==> src/rtl/w_mem_row_loader.sv <==
// Packs a valid/ready stream of weight words into SRAM rows and issues one-cycle row writes
// on the CNN or FC port. Define W_LOADER_ZERO_PAD_EN to zero-pad and write a partial last row.
module w_mem_row_loader #(
    parameter int unsigned WEIGHT_DATA_WIDTH = 8,
    parameter int unsigned IN_WIDTH          = 32,
    parameter int unsigned ROW_WEIGHTS       = 8,
    parameter int unsigned CNN_ADDR_W        = 12,
    parameter int unsigned FC_ADDR_W         = 14,
    parameter int unsigned CNT_W             = 16
) (
    input  logic                         clk,
    input  logic                         reset,
    input  logic                         cfg_start,
    input  logic                         cfg_fc,
    input  logic [FC_ADDR_W-1:0]         cfg_base_addr,
    input  logic [CNT_W-1:0]             cfg_num_words,
    input  logic                         cfg_abort,
    input  logic [IN_WIDTH-1:0]          in_data,
    input  logic                         in_valid,
    output logic                         in_ready,
    output logic                         wr_enable_cnn,
    output logic [CNN_ADDR_W-1:0]        wr_addr_cnn,
    output logic [WEIGHT_DATA_WIDTH-1:0] wr_data_cnn [ROW_WEIGHTS],
    output logic                         wr_enable_fc,
    output logic [FC_ADDR_W-1:0]         wr_addr_fc,
    output logic [WEIGHT_DATA_WIDTH-1:0] wr_data_fc [ROW_WEIGHTS],
    output logic                         busy,
    output logic                         done,
    output logic                         err_partial
);

    localparam int unsigned WPW = IN_WIDTH / WEIGHT_DATA_WIDTH;
    localparam int unsigned WPR = ROW_WEIGHTS / WPW;
    localparam int unsigned KW  = (WPR > 1) ? $clog2(WPR) : 1;
    localparam logic [KW-1:0] KLast = KW'(WPR - 1);

`ifdef W_LOADER_ZERO_PAD_EN
    localparam bit PadEn = 1'b1;
`else
    localparam bit PadEn = 1'b0;
`endif

    typedef enum logic [1:0] {StIdle, StFill, StWrite, StDone} state_e;

    state_e                       state;
    logic                         fc_sel;
    logic [FC_ADDR_W-1:0]         base_addr;
    logic [CNT_W-1:0]             num_words;
    logic [CNT_W-1:0]             word_cnt;
    logic [KW-1:0]                k;
    logic [FC_ADDR_W-1:0]         row_idx;
    logic [WEIGHT_DATA_WIDTH-1:0] row_buf  [ROW_WEIGHTS];
    logic [WEIGHT_DATA_WIDTH-1:0] row_next [ROW_WEIGHTS];

    logic                 accept;
    logic                 last_word;
    logic                 row_full;
    logic                 do_write;
    logic                 do_discard;
    logic [FC_ADDR_W-1:0] wr_addr_full;

    assign in_ready     = (state == StFill);
    assign accept       = in_ready && in_valid;
    assign last_word    = (word_cnt + CNT_W'(1)) == num_words;
    assign row_full     = (k == KLast);
    assign do_write     = accept && (row_full || (last_word && PadEn));
    assign do_discard   = accept && last_word && !row_full && !PadEn;
    assign wr_addr_full = base_addr + row_idx;

    // Row buffer with the incoming word merged into slot group k.
    always_comb begin
        for (int s = 0; s < ROW_WEIGHTS; s++) begin
            row_next[s] = row_buf[s];
            if (KW'(s / WPW) == k) begin
                row_next[s] = in_data[(s % WPW) * WEIGHT_DATA_WIDTH +: WEIGHT_DATA_WIDTH];
            end
        end
    end

    always_ff @(posedge clk or negedge reset) begin
        if (!reset) begin
            state         <= StIdle;
            fc_sel        <= 1'b0;
            base_addr     <= '0;
            num_words     <= '0;
            word_cnt      <= '0;
            k             <= '0;
            row_idx       <= '0;
            row_buf       <= '{default: '0};
            wr_enable_cnn <= 1'b0;
            wr_addr_cnn   <= '0;
            wr_data_cnn   <= '{default: '0};
            wr_enable_fc  <= 1'b0;
            wr_addr_fc    <= '0;
            wr_data_fc    <= '{default: '0};
            busy          <= 1'b0;
            done          <= 1'b0;
            err_partial   <= 1'b0;
        end else begin
            // Write ports and done are single-cycle: idle unless set below.
            wr_enable_cnn <= 1'b0;
            wr_addr_cnn   <= '0;
            wr_data_cnn   <= '{default: '0};
            wr_enable_fc  <= 1'b0;
            wr_addr_fc    <= '0;
            wr_data_fc    <= '{default: '0};
            done          <= 1'b0;

            if (cfg_abort) begin
                state    <= StIdle;
                busy     <= 1'b0;
                word_cnt <= '0;
                k        <= '0;
                row_idx  <= '0;
                row_buf  <= '{default: '0};
            end else begin
                unique case (state)
                    StIdle: begin
                        if (cfg_start) begin
                            fc_sel      <= cfg_fc;
                            base_addr   <= cfg_base_addr;
                            num_words   <= cfg_num_words;
                            word_cnt    <= '0;
                            k           <= '0;
                            row_idx     <= '0;
                            row_buf     <= '{default: '0};
                            err_partial <= 1'b0;
                            busy        <= 1'b1;
                            if (cfg_num_words == '0) begin
                                state <= StDone;
                                done  <= 1'b1;
                            end else begin
                                state <= StFill;
                            end
                        end
                    end
                    StFill: begin
                        if (accept) begin
                            word_cnt <= word_cnt + CNT_W'(1);
                            if (row_full || last_word) begin
                                k       <= '0;
                                row_buf <= '{default: '0};
                            end else begin
                                k       <= k + KW'(1);
                                row_buf <= row_next;
                            end
                        end
                        if (do_write) begin
                            state <= StWrite;
                            if (fc_sel) begin
                                wr_enable_fc <= 1'b1;
                                wr_addr_fc   <= wr_addr_full;
                                wr_data_fc   <= row_next;
                            end else begin
                                wr_enable_cnn <= 1'b1;
                                wr_addr_cnn   <= wr_addr_full[CNN_ADDR_W-1:0];
                                wr_data_cnn   <= row_next;
                            end
                        end else if (do_discard) begin
                            state       <= StDone;
                            done        <= 1'b1;
                            err_partial <= 1'b1;
                        end
                    end
                    StWrite: begin
                        row_idx <= row_idx + FC_ADDR_W'(1);
                        if (word_cnt == num_words) begin
                            state <= StDone;
                            done  <= 1'b1;
                        end else begin
                            state <= StFill;
                        end
                    end
                    StDone: begin
                        state <= StIdle;
                        busy  <= 1'b0;
                    end
                endcase
            end
        end
    end

endmodule

==> config.mk <==
export PLATFORM = sky130hd
export DESIGN_NAME = w_mem_row_loader
export DESIGN_NICKNAME = d
export VERILOG_FILES = /design/src/rtl/w_mem_row_loader.sv
export SDC_FILE = /design/constraint.sdc
export NUM_CORES = 1
export LEC_CHECK = 0
export ABC_AREA = 1
export ABC_CLOCK_PERIOD_IN_PS = 6160
export BUFFER_PORTS_ARGS = -buffer_cell sky130_fd_sc_hd__buf_2
export CORE_MARGIN = 2
export CORE_UTILIZATION = 62
export CTS_BUF_LIST = sky130_fd_sc_hd__clkbuf_8
export DETAILED_ROUTE_END_ITERATION = 6
export HOLD_SLACK_MARGIN = 0.15
export PLACE_DENSITY = 0.89
export SYNTH_ARGS = -nofsm -noshare
export SYNTH_HDL_FRONTEND = slang
export SYNTH_SLANG_ARGS = --single-unit
==> constraint.sdc <==
create_clock -name clk -period 6.16 [get_ports clk]
set_clock_uncertainty 0.05 [all_clocks]
set_input_delay 0.308 -clock clk [delete_from_list [all_inputs] [get_ports clk]]
set_output_delay 0.308 -clock clk [all_outputs]
set_load 0.005 [all_outputs]
**Yosys cells after proc, flatten, opt, wreduce, memory -nomap -nowiden**

Cells that the tools add are included.

- Reduce and logical (&&, ||, !) cells: 18
- Eq/ne operators: 11
- Add/sub/neg operators: 4
- Bitwise operators: 1
- Mux-type cells: 69

Operator list:

| operator | count |
|---|---|
| $mux 64 | 12 |
| $pmux 64 s2 | 1 |
| $mux 14 | 6 |
| $mux 8 | 8 |
| $mux 12 | 4 |
| $mux 16 | 3 |
| $eq 16x16->1 | 2 |
| $pmux 16 s2 | 1 |
| $pmux 14 s2 | 1 |
| $mux 1 | 22 |
| $add 16x1->16 const B | 1 |
| $logic_not 16->1 | 1 |
| $add 14x1->14 const B | 1 |
| $add 14x14->14 | 1 |
| $mux 2 | 6 |
| $reduce_bool 3->1 | 3 |
| $pmux 2 s4 | 1 |
| $pmux 1 s2 | 3 |
| $reduce_and 2->1 | 3 |
| $reduce_and 3->1 | 2 |
| $reduce_and 5->1 | 1 |
| $eq 2x2->1 const B | 2 |
| $logic_and 1x1->1 | 4 |
| $ne 2x2->1 const B | 2 |
| 12 further kinds | 12 |

- Flip-flop bits (word level): 287
- Output and inout port bits: 160
- Input port bits: 68
- Logic and storage cells: 141

**Longest topological paths before layout**

- Word-level depth: 8
- Gate-level depth with buffers: 15
- Depth with buffers taken out: 14

**Worst setup path before layout**

Ideal clock, no wire load.

- Kind: register to register
- Start point: register word_cnt[1]
- End point: register row_buf[11] (netlist bit)
- Arrival time: 1838 ps
- Clock period less this slack: 2030 ps
- Library setup time: 142 ps
- Path slack: 4130 ps
- Buffers on the path: 2
- Stages on the path, launching flop included: 14
- Data required time: 5968 ps
- Cells stage by stage: dfrtp_1 -> ha_1 -> nand2_2 -> nor2_8 -> nand2_4 -> nor2_4 -> xor2_1 -> nand2_1 -> nor2_2 -> nand4_2 -> nand4_2 -> buf_6 -> buf_12 -> o22ai_2

- Cells in the longest elaborated chain, start to end: 7

Ends and longest elaborated chain:

| item | line | text |
|---|---|---|
| start, declared | 49 | `logic [CNT_W-1:0] word_cnt;` |
| start signal, assigned | 139 | `word_cnt <= word_cnt + CNT_W'(1);` |
| $add 16x1->16 | 64 | `assign last_word = (word_cnt + CNT_W'(1)) == num_words;` |
| $eq 16x16->1 | 64 |  |
| $logic_or 1x1->1 | 140 | `if (row_full \|\| last_word) begin` |
| $mux 64 | 140 |  |
| $mux 64 | 138 | `if (accept) begin` |
| $pmux 64 s2 | 117 | `unique case (state)` |
| $mux 64 | 109 | `if (cfg_abort) begin` |
| end signal, assigned | 145 | `row_buf <= row_next;` |
| end, declared | 52 | `logic [WEIGHT_DATA_WIDTH-1:0] row_buf [ROW_WEIGHTS];` |

Every way passes these cells. The select of a mux whose other input is x is not followed.
A chain may end at the register's enable or synchronous reset.

**Final worst setup path**

- Start point: register state[0]
- End point: register word_cnt[9]

- Cells in the longest elaborated chain, start to end: 4
- Elaborated cells on any way between the ends: 9
- Those cells by class: eq/ne (3); mux (2); reduce/logical (4)

Ends and longest elaborated chain:

| item | line | text |
|---|---|---|
| start, declared | 45 | `state_e state;` |
| start signal, assigned | 82 | `state <= StIdle;` |
| start signal, assigned | 110 | `state <= StIdle;` |
| start signal, assigned | 130 | `state <= StDone;` |
| $eq 2x1->1 | 62, 117 |  |
| $logic_and 1x1->1 | 63 | `assign accept = in_ready && in_valid;` |
| $ne 3x2->1 (no line) | -- |  |
| $reduce_and 3->1 (no line) | -- |  |

Parallel ways exist; a longest one is shown, timed or not.

==> run_results.csv <==
group,metric,value,unit
outcome,status,"complete, no violations",
cells_and_area,final_layout_size_suffix_gt1_share,24.1,%
detailed_routing,drtAntennaViolNets,0,
logic_synthesis,yosysTopAreaCellShare,58.9,%
detailed_routing,route.detailed.drc,0,
clock_tree,postCtsSetupRepairBufs,0,
detailed_routing,wl,31800,um
pwr,clkPwrFrac,37.7,%
setup_path,cp.required,6570,ps
grt,grt_max_degree,124,
clock_tree,cts_tree,"done",
setup_path,worstSetupPathType,"flip-flop to flip-flop",
placed_design,dpl_cell_area,13400,um2
grt,grt_pass1_vias,9848,
worst_hold_path,hold_path_class,"primary input to flip-flop",
die,start_util,62.9,%
clock_tree,cts_sinks,287,
sta,setup_tns,0,ps
placed_design,gp_congestion,0.935,
sta,maxSlewViolCount,0,
die,num_rows,51,
pwr,pwr-share-comb,13.8,%
logic_synthesis,synth-edff-count,0,
logic_synthesis,seq_area_frac_synth,58.9,%
die,die_w,144,um
die,dieArea,20800,um2
detailed_routing,drt-vias-per-instance,5.40,
pwr,ir_worst_vdd,0.000216,V
clock_tree,clkTransAtPathRegs,80,ps
detailed_routing,drtIter0Drc,859,
detailed_routing,drt-wirelength-per-cell,17.2,um
sta,setup-violations-final,0,
logic_synthesis,synth_top_flop_cell,"dfrtp_1",
sta,rsz0062_at_grt,"false",
setup_path,r2r-start,"state[0]",
clock_tree,ctsHtreeMaxLevel,2,
sta,fmax,324,MHz
setup_path,arrival,3500,ps
cells_and_area,final_area,14900,um2
logic_synthesis,synthArstFlopShare,100,%
setup_path,cp-end-kind,"flip-flop",
logic_synthesis,synthTopCellsByCount,"dfrtp_1 (287), nand2_1 (231), nor2_1 (199), inv_1 (154), o21ai_0 (99)",
setup_path,crit_start,"state[0]",
grt,grt.total_usage,30.9,%
sta,fin_crit_sh,50.2,%
placed_design,hpwl,19400,um
sta,maxSlewHeadroom,25.6,%
logic_synthesis,synthCells,1268,
logic_synthesis,synth.most_common_cell,"dfrtp_1",
pwr,switchingPower,1190,uW
clock_tree,cts-buffers-inserted,43,
cells_and_area,nets,1638,
die,core_area,19400,um2
logic_synthesis,avgSynthCellArea,9.62,um2
sta,min_period,3090,ps
pwr,power_density,280,nW/um2
clock_tree,cts_root_buf,"clkbuf_8",
detailed_routing,dr.pass1.iters,5,
job,max-cap-violations,0,
setup_path,critPathLaunchType,"flip-flop",
sta,hold_violations,0,
clock_tree,clock_latency,560,ps
die,die_h,144,um
logic_synthesis,yosys-top-cells-area,"dfrtp_1 (59%), nand2_1 (7.1%), nor2_1 (6.1%)",
pwr,p_sw_share,28.4,%
placed_design,portBuffers,227,
die,ios,228,
worst_hold_path,hp-start,"in_data[19]",
logic_synthesis,yosysUniqueCellTypes,52,
logic_synthesis,synth_nets,1352,
grt,overflow,0,
detailed_routing,routed-via-count,9998,
pwr,p_seq_share,48.5,%
pwr,internal_power,3000,uW
sta,setup_slack,3070,ps
logic_synthesis,syn_area,12200,um2
logic_synthesis,yosys.area.top_type,"dfrtp_1",
logic_synthesis,yosys_register_bits,287,
grt,grt_pass1_wl,50000,um
pwr,power_leakage,0.00789,uW
clock_tree,clockBufferDepth,3,
grt,antenna_found_initial,0,
placed_design,pre_cts_slack,3080,ps
sta,worst_pin_slew,1120,ps
logic_synthesis,yosysWarnings,0,
setup_path,critPathMaxFanout,73,
cells_and_area,fin_util,76.9,%
cells_and_area,area_delta_synth_final,22.3,%
final timing paths:
kind,end,slack [ps],cells past startpoint
hold reg to reg,row_buf[30],430,2
setup reg to reg,word_cnt[9],3070,10
max in group asynchronous,wr_data_cnn[55],4030,3
setup / recovery,word_cnt[9],3070,10
hold / removal,wr_data_cnn[43],180,3
min in group asynchronous,row_idx[11],350,2
cell families after synthesis:
logic type | count (synthesis) | share of synthesized area (%)
buffers and inverters | 216 | 7.61
DFF | 287 | 58.9
xor gates and xnor gates | 28 | 2.12
AOI/OAI and AO/OA | 219 | 12.6
and+or+nand+nor | 502 | 17.1
adders and majority gates | 16 | 1.70
power groups by stage:
stage / Sequential, uW / Clock, uW / Combinational, uW
floorplan: 2040 / 0 / 379
finish: 2030 / 1570 / 577
CTS: 2030 / 1580 / 566
global placement: 2060 / 0 / 513
global route: 2030 / 1680 / 643
detailed placement: 2060 / 0 / 530
cells in the final DEF, fill, tap and decap left out, types with 7 or more instances in the layout:
cell type      instances
a21boi_0              12
a21oi_1               31
buf_2                226
buf_4                  9
clkbuf_8              58
dfrtp_1              286
dlygate4sd3_1         60
ha_1                  15
inv_1                162
inv_2                  7
nand2_1              231
nand3_1               19
nand4_1               15
nor2_1               199
nor3_1                12
o21ai_0               99
o22ai_1               11
o22ai_2               45
xnor2_1                8
xor2_1                19
registers in the layout (all words and copies together) (netlist names):
| signal | count |
|---|---|
| base_addr | 14 |
| busy | 1 |
| done | 1 |
| err_partial | 1 |
| fc_sel | 1 |
| k | 1 |
| num_words | 16 |
| row_buf | 64 |
| row_idx | 14 |
| state | 2 |
| word_cnt | 16 |
| wr_addr_cnn | 12 |
| wr_addr_fc | 14 |
| wr_data_cnn | 64 |
| wr_data_fc | 64 |
| wr_enable_cnn | 1 |
| wr_enable_fc | 1 |
cell type report:
cell class                 count  area (um2)
fill                        1293        4480
clock inverter                17        81.3
tap                          265         332
inverter                     161         606
antenna                        1        2.50
clock buffer                  58         798
sequential                   287        7180
timing repair buffer         296        1810
multi-input combinational    765        4100
repair_timing:
item / 4_1_cts / 5_1_grt
hold endpoints to repair: 250 / 0
resized for setup: 0 / 0
hold buffers: 60 / 0
worst max-delay path, cell delays in order (launching register included):
cell and delay [ps]:
dfrtp_1 450, inv_2 110, nor2_2 50, inv_2 60
nor2_2 60, nand2_1 80, nand3_2 240, clkinv_2 150
buf_4 830, nand2_1 540, o32ai_1 370
per-layer routing:
layer	global-route usage, %	wire, um	up-vias
li1	-	-	4610
met1	41.6	12900	4851
met2	51.8	15800	458
met3	5.13	2300	79
met4	10.2	816	0
met5	0	0	-
stage by stage:
step	hold WS [ps]	instances	power (uW)
global placement	393	1714	2570
CTS	150	1849	4170
finish	180	1850	4180
detailed placement	403	1714	2590
floorplan	-37.6	1268	2410
global route	175	1849	4350
Power figures use the tool's default switching activity.
